### config.mk
export PLATFORM = sky130hd
export DESIGN_NAME = led_blink_sched
export DESIGN_NICKNAME = d
export VERILOG_FILES = /design/src/rtl/led_blink_sched.sv
export SDC_FILE = /design/constraint.sdc
export NUM_CORES = 1
export LEC_CHECK = 0
export BUFFER_PORTS_ARGS = -buffer_cell sky130_fd_sc_hd__buf_2
export CAP_MARGIN = 20
export CORE_ASPECT_RATIO = 0.9
export CORE_MARGIN = 4
export CORE_UTILIZATION = 57
export CTS_CLUSTER_SIZE = 20
export DETAILED_ROUTE_END_ITERATION = 10
export PLACE_DENSITY = 0.85
export SLEW_MARGIN = 5
export SYNTH_ARGS = -nofsm -noshare
export SYNTH_HDL_FRONTEND = slang
export SYNTH_SLANG_ARGS = --single-unit
### constraint.sdc
create_clock -name clk -period 3.3 [get_ports clk]
set_input_delay 0.33 -clock clk [delete_from_list [all_inputs] [get_ports clk]]
set_output_delay 0.33 -clock clk [all_outputs]
set_load 0.05 [all_outputs]
### src/rtl/led_blink_sched.sv
// led_blink_sched: one status LED shared by NREQ requesters.
// Round-robin grant, then an ON/OFF/GAP burst sequencer.
module led_blink_sched #(
    parameter int NREQ  = 4,
    parameter int NBITS = 3,
    parameter int CBITS = 12,
    parameter int PHASE = 2048,
    parameter int GAP   = 4095,
    localparam int IDW  = $clog2(NREQ)
) (
    input  logic                  clk,
    input  logic                  rst_n,
    input  logic [NREQ-1:0]       req,
    input  logic [NREQ*NBITS-1:0] req_cnt,
    output logic [NREQ-1:0]       ack,
    output logic                  busy,
    output logic [IDW-1:0]        grant_id,
    output logic                  led,
    output logic                  flg
);

    typedef enum logic [1:0] {
        IDLE,
        ON,
        OFF,
        GAP_S
    } state_t;

    localparam logic [CBITS-1:0] PH_END  = CBITS'(PHASE - 1);
    localparam logic [CBITS-1:0] GAP_END = CBITS'(GAP - 1);

    state_t           state;
    state_t           state_next;
    logic [CBITS-1:0] timer;
    logic [CBITS-1:0] timer_next;
    logic [NBITS-1:0] remaining;
    logic [NBITS-1:0] rem_next;
    logic [IDW-1:0]   ptr;
    logic [IDW-1:0]   ptr_next;
    logic [IDW-1:0]   gid_next;
    logic [NREQ-1:0]  ack_next;
    logic             led_next;
    logic             flg_next;

    logic [NBITS-1:0] cnt_arr [NREQ];
    logic [IDW-1:0]   win;
    logic             found;
    logic [IDW-1:0]   idx;

    // Split the packed count bus into one field per requester
    for (genvar g = 0; g < NREQ; g++) begin : g_cnt
        assign cnt_arr[g] = req_cnt[g*NBITS +: NBITS];
    end

    // Round-robin scan starting just after the last owner
    always_comb begin
        found = 1'b0;
        win   = '0;
        idx   = ptr;
        for (int k = 0; k < NREQ; k++) begin
            if (idx == IDW'(NREQ - 1)) begin
                idx = '0;
            end else begin
                idx = idx + IDW'(1);
            end
            if (!found && req[idx]) begin
                found = 1'b1;
                win   = idx;
            end
        end
    end

    // Next-state logic for the burst sequencer
    always_comb begin
        state_next = state;
        timer_next = timer;
        rem_next   = remaining;
        ptr_next   = ptr;
        gid_next   = grant_id;
        ack_next   = '0;
        unique case (state)
            IDLE: begin
                // the ack cycle is skipped so the finished owner can drop req
                if (found && ack == '0) begin
                    ptr_next   = win;
                    gid_next   = win;
                    rem_next   = cnt_arr[win];
                    timer_next = '0;
                    if (cnt_arr[win] != '0) begin
                        state_next = ON;
                    end else begin
                        ack_next = NREQ'(1) << win;
                    end
                end
            end
            ON: begin
                if (timer == PH_END) begin
                    timer_next = '0;
                    rem_next   = remaining - NBITS'(1);
                    state_next = OFF;
                end else begin
                    timer_next = timer + CBITS'(1);
                end
            end
            OFF: begin
                if (timer == PH_END) begin
                    timer_next = '0;
                    if (remaining != '0) begin
                        state_next = ON;
                    end else begin
                        state_next = GAP_S;
                    end
                end else begin
                    timer_next = timer + CBITS'(1);
                end
            end
            GAP_S: begin
                if (timer == GAP_END) begin
                    timer_next = '0;
                    state_next = IDLE;
                    ack_next[grant_id] = 1'b1;
                end else begin
                    timer_next = timer + CBITS'(1);
                end
            end
            default: begin
                state_next = IDLE;
                timer_next = '0;
            end
        endcase
        led_next = (state_next == ON);
        flg_next = (led_next != led);
    end

    // State and registered outputs
    always_ff @(posedge clk or negedge rst_n) begin
        if (!rst_n) begin
            state     <= IDLE;
            timer     <= '0;
            remaining <= '0;
            ptr       <= IDW'(NREQ - 1);
            grant_id  <= '0;
            ack       <= '0;
            led       <= 1'b0;
            flg       <= 1'b0;
        end else begin
            state     <= state_next;
            timer     <= timer_next;
            remaining <= rem_next;
            ptr       <= ptr_next;
            grant_id  <= gid_next;
            ack       <= ack_next;
            led       <= led_next;
            flg       <= flg_next;
        end
    end

    assign busy = (state != IDLE);

endmodule
==> flow_summary.yaml <==
logic_synthesis:
  seq_area_frac_synth_pct: 36.50
  avgSynthCellArea_sq_um: 8.976
  synth-async-reset-ratio_pct: 100.0
  synth-warning-count: 0
  synth_seq_cells: 27
  syn_nets: 235
  synth_cell_type_count: 49
  synth_ff_type: "dfrtp_1"
  synth-edff-count: 0
  postSynthCellCount: 207
  syn-cell-area_sq_mm: 0.001858
critical_path:
  ff2ff_path_depth: 8
  cp.depth: 8
  critical_path.slowest_cell: "dfstp_2"
  path_cells: "ha_1 > nand2b_4 > a21o_1 > nand3_4 > a221o_1 > a211o_1 > or3_1 > o32ai_2"
  critical_path.top_delay_family: "compound AO/OA/AOI/OAI gates"
  worstSetupPathType: "flip-flop to flip-flop"
  end_kind: "flip-flop"
  worstSetupStartpointType: "flip-flop"
  cp.required_ps: 3570
  startpoint: "ptr[0]$_DFFE_PN1P_"
  worstPathMaxFanout: 9
  r2r-start: "ptr[0]$_DFFE_PN1P_"
  cpPeakStageDelay_ps: 660
  critPathArrivalTime_ps: 3240
  crit_end: "ack[3]$_DFF_PN0_"
  r2r_setup_slack_ps: 330
  worst-path-buf-inv: 0
  regToRegEndpoint: "ack[3]$_DFF_PN0_"
power_and_ir_drop:
  ir_worst_vdd_mv: 0.6450
  total_power_mw: 1.595
  power_leakage_nw: 0.9369
  p_per_area_mw_per_mm2: 777.4
floorplan:
  start_util_pct: 60.12
  coreArea_sq_mm: 0.003090
  ioPinCount: 27
  placementRows: 19
  die_w_um: 68.18
  die_area_sq_mm: 0.004238
  fp.dieH_um: 62.17
cts:
  clock_latency_ps: 350
  cts_tree: "done"
  post_cts_buffers: 0
  cts_buffers: 3
  cts-root-buf: "clkbuf_4"
  clkTransAtPathRegs_ps: 160
  clockBufferDepth: 2
  htree_levels: 1
  cts.sinks: 27
place:
  placed_area_sq_mm: 0.002014
  hpwlAfterDp_um: 3131
  io_buffers: 26
  pre_cts_ws_ps: 324.2
  place.gp.congestion: 0.8490
detailed_routing:
  drt_wl_total_um: 4170
  route.detailed.drc: 0
  viasPerCell: 6.095
  firstDrtPassIters: 4
  dr.first_iter.drc_count: 100
  vias: 1670
  final_antenna_net_count: 0
  wl_per_cell_um: 15.22
sta:
  finalClockSkew_ps: 20.70
  max_slew_margin_pct: 54.34
  worst_slack_ps: 334.0
  rsz0062_at_grt: "no"
  slew_viol_final: 0
  hold_violations: 0
  fin_crit_ps: 2966
  finalCritPeriodShare_pct: 89.88
  finalSetupTns_ps: 0
  setup_viol: 0
  worst_pin_slew_ps: 682.4
  max_freq_mhz: 337.2
hold_path:
  hold_path_class: "primary input to flip-flop"
finish:
  syn_to_final_growth_pct: 10.44
  final_common_cell: "buf_2"
  fin_area_sq_mm: 0.002052
  drive_above_1_share_pct: 17.67
  fillCellCount: 272
  diodes: 0
  final_cell_mix: "buf_2 (26), dfrtp_1 (25), nor2_1 (18)"
  multi_input_area_sq_mm: 0.001105
  register_area_sq_um: 678.2
  nets: 261
global_route:
  busiest_layer: "met1"
  antenna_found_initial: 0
  overflow: 0
  grt_max_degree: 28
  use_met3_pct: 4.324
  first_global_vias: 1512
  grt_pass1_wl_um: 6927
  grt_usage_pct: 20.73
  met2_usage_pct: 30.08
  use_met1_pct: 31.12
job:
  cap_viol_max_count: 0
run_status:
  status: "finished clean"
-- stage by stage --
| step | hold slack [ps] | utilization [%] | std cells |
|---|---|---|---|
| after global placement | 367.2 | 64.82 | 268 |
| final | 427.5 | 66.40 | 274 |
| after detailed placement | 374.0 | 65.18 | 269 |
| after CTS | 415.1 | 66.40 | 274 |
| after global routing | 445.2 | 66.40 | 274 |
| after floorplan | 34.41 | - | 207 |
-- cell usage after synthesis, types with 2 or more instances --
master | n | share of area (%)
a21o_1 | 3 | 1.2
a21oi_1 | 7 | 1.9
a221o_1 | 2 | 1.1
a31oi_1 | 2 | 0.67
a32oi_1 | 4 | 1.9
and2_1 | 5 | 1.7
and3_1 | 6 | 2.0
clkbuf_1 | 5 | 1.0
dfrtp_1 | 25 | 34
dfstp_2 | 2 | 2.8
ha_1 | 10 | 6.7
inv_1 | 10 | 2.0
mux2i_1 | 2 | 1.1
nand2_1 | 16 | 3.2
nand2b_1 | 2 | 0.67
nand3_1 | 11 | 3.0
nand4_1 | 5 | 1.7
nor2_1 | 18 | 3.6
nor3_1 | 3 | 0.81
o21ai_0 | 5 | 1.3
o21ai_1 | 14 | 3.8
o22ai_1 | 3 | 1.0
o2bb2ai_1 | 2 | 0.94
o31a_1 | 3 | 1.4
o31ai_1 | 13 | 5.3
o41ai_1 | 2 | 0.94
or3_1 | 4 | 1.3
or4_1 | 2 | 0.81
-- area by class of cell --
type / instances / area share [%]
Inverter: 10 / 1.829
Multi-Input combinational cell: 163 / 53.84
Clock inverter: 1 / 0.2439
Tap cell: 42 / 2.561
Sequential cell: 27 / 33.05
Timing Repair Buffer: 28 / 7.378
Clock buffer: 3 / 1.098
-- cells by family after synthesis --
kind of cell,after synthesis,share of synthesized area (%)
AO/OA/AOI/OAI,72,29.09
XOR/XNOR,1,0.4715
adder cells (fa/ha/maj),10,6.734
buffers and inverters,17,4.041
flip-flops,27,36.50
multiplexers,2,1.077
AND/OR/NAND/NOR,78,22.09
-- metal layers --
metal | vias to the layer above | share of wire, %
li1 | 845 | -
met3 | 6 | 5.5
met5 | - | 0
met4 | 0 | 1.2
met2 | 45 | 44
met1 | 774 | 49
-- where the power goes --
part	switching, mW	internal [mW]
combinational	0.610	0.342
clock	0.104	0.0457
sequential	0.0765	0.417
total	0.791	0.804
-- worst register-to-register path, delay by kind of cell, from the launching register on --
family	cells	cell delay [ps]
flip-flops	1	660
AO/OA/AOI/OAI	4	1200
adder cells (fa/ha/maj)	1	360
AND/OR/NAND/NOR	3	700
-- state kept, by name (all words and copies together) (netlist names) --
name,flops
flg,1
led,1
ack,4
state,2
grant_id,2
remaining,3
ptr,2
timer,12
-- how the worst min path moves through the flow --
stage | startpoint | to | cells past startpoint
floorplan | rst_n | ack[0]$_DFF_PN0_ | 0
global placement | rst_n | flg$_DFF_PN0_ | 1
detailed placement | rst_n | remaining[0]$_DFFE_PN0P_ | 1
CTS | req_cnt[2] | remaining[2]$_DFFE_PN0P_ | 5
global route | req_cnt[1] | remaining[1]$_DFFE_PN0P_ | 5
finish | req_cnt[2] | remaining[2]$_DFFE_PN0P_ | 5
-- repair_timing --
action	CTS	global route
endpoints found under the hold margin	25	0
resized for setup	0	0
hold buffers	1	0
Note: power is estimated with default switching activity, not from simulation.
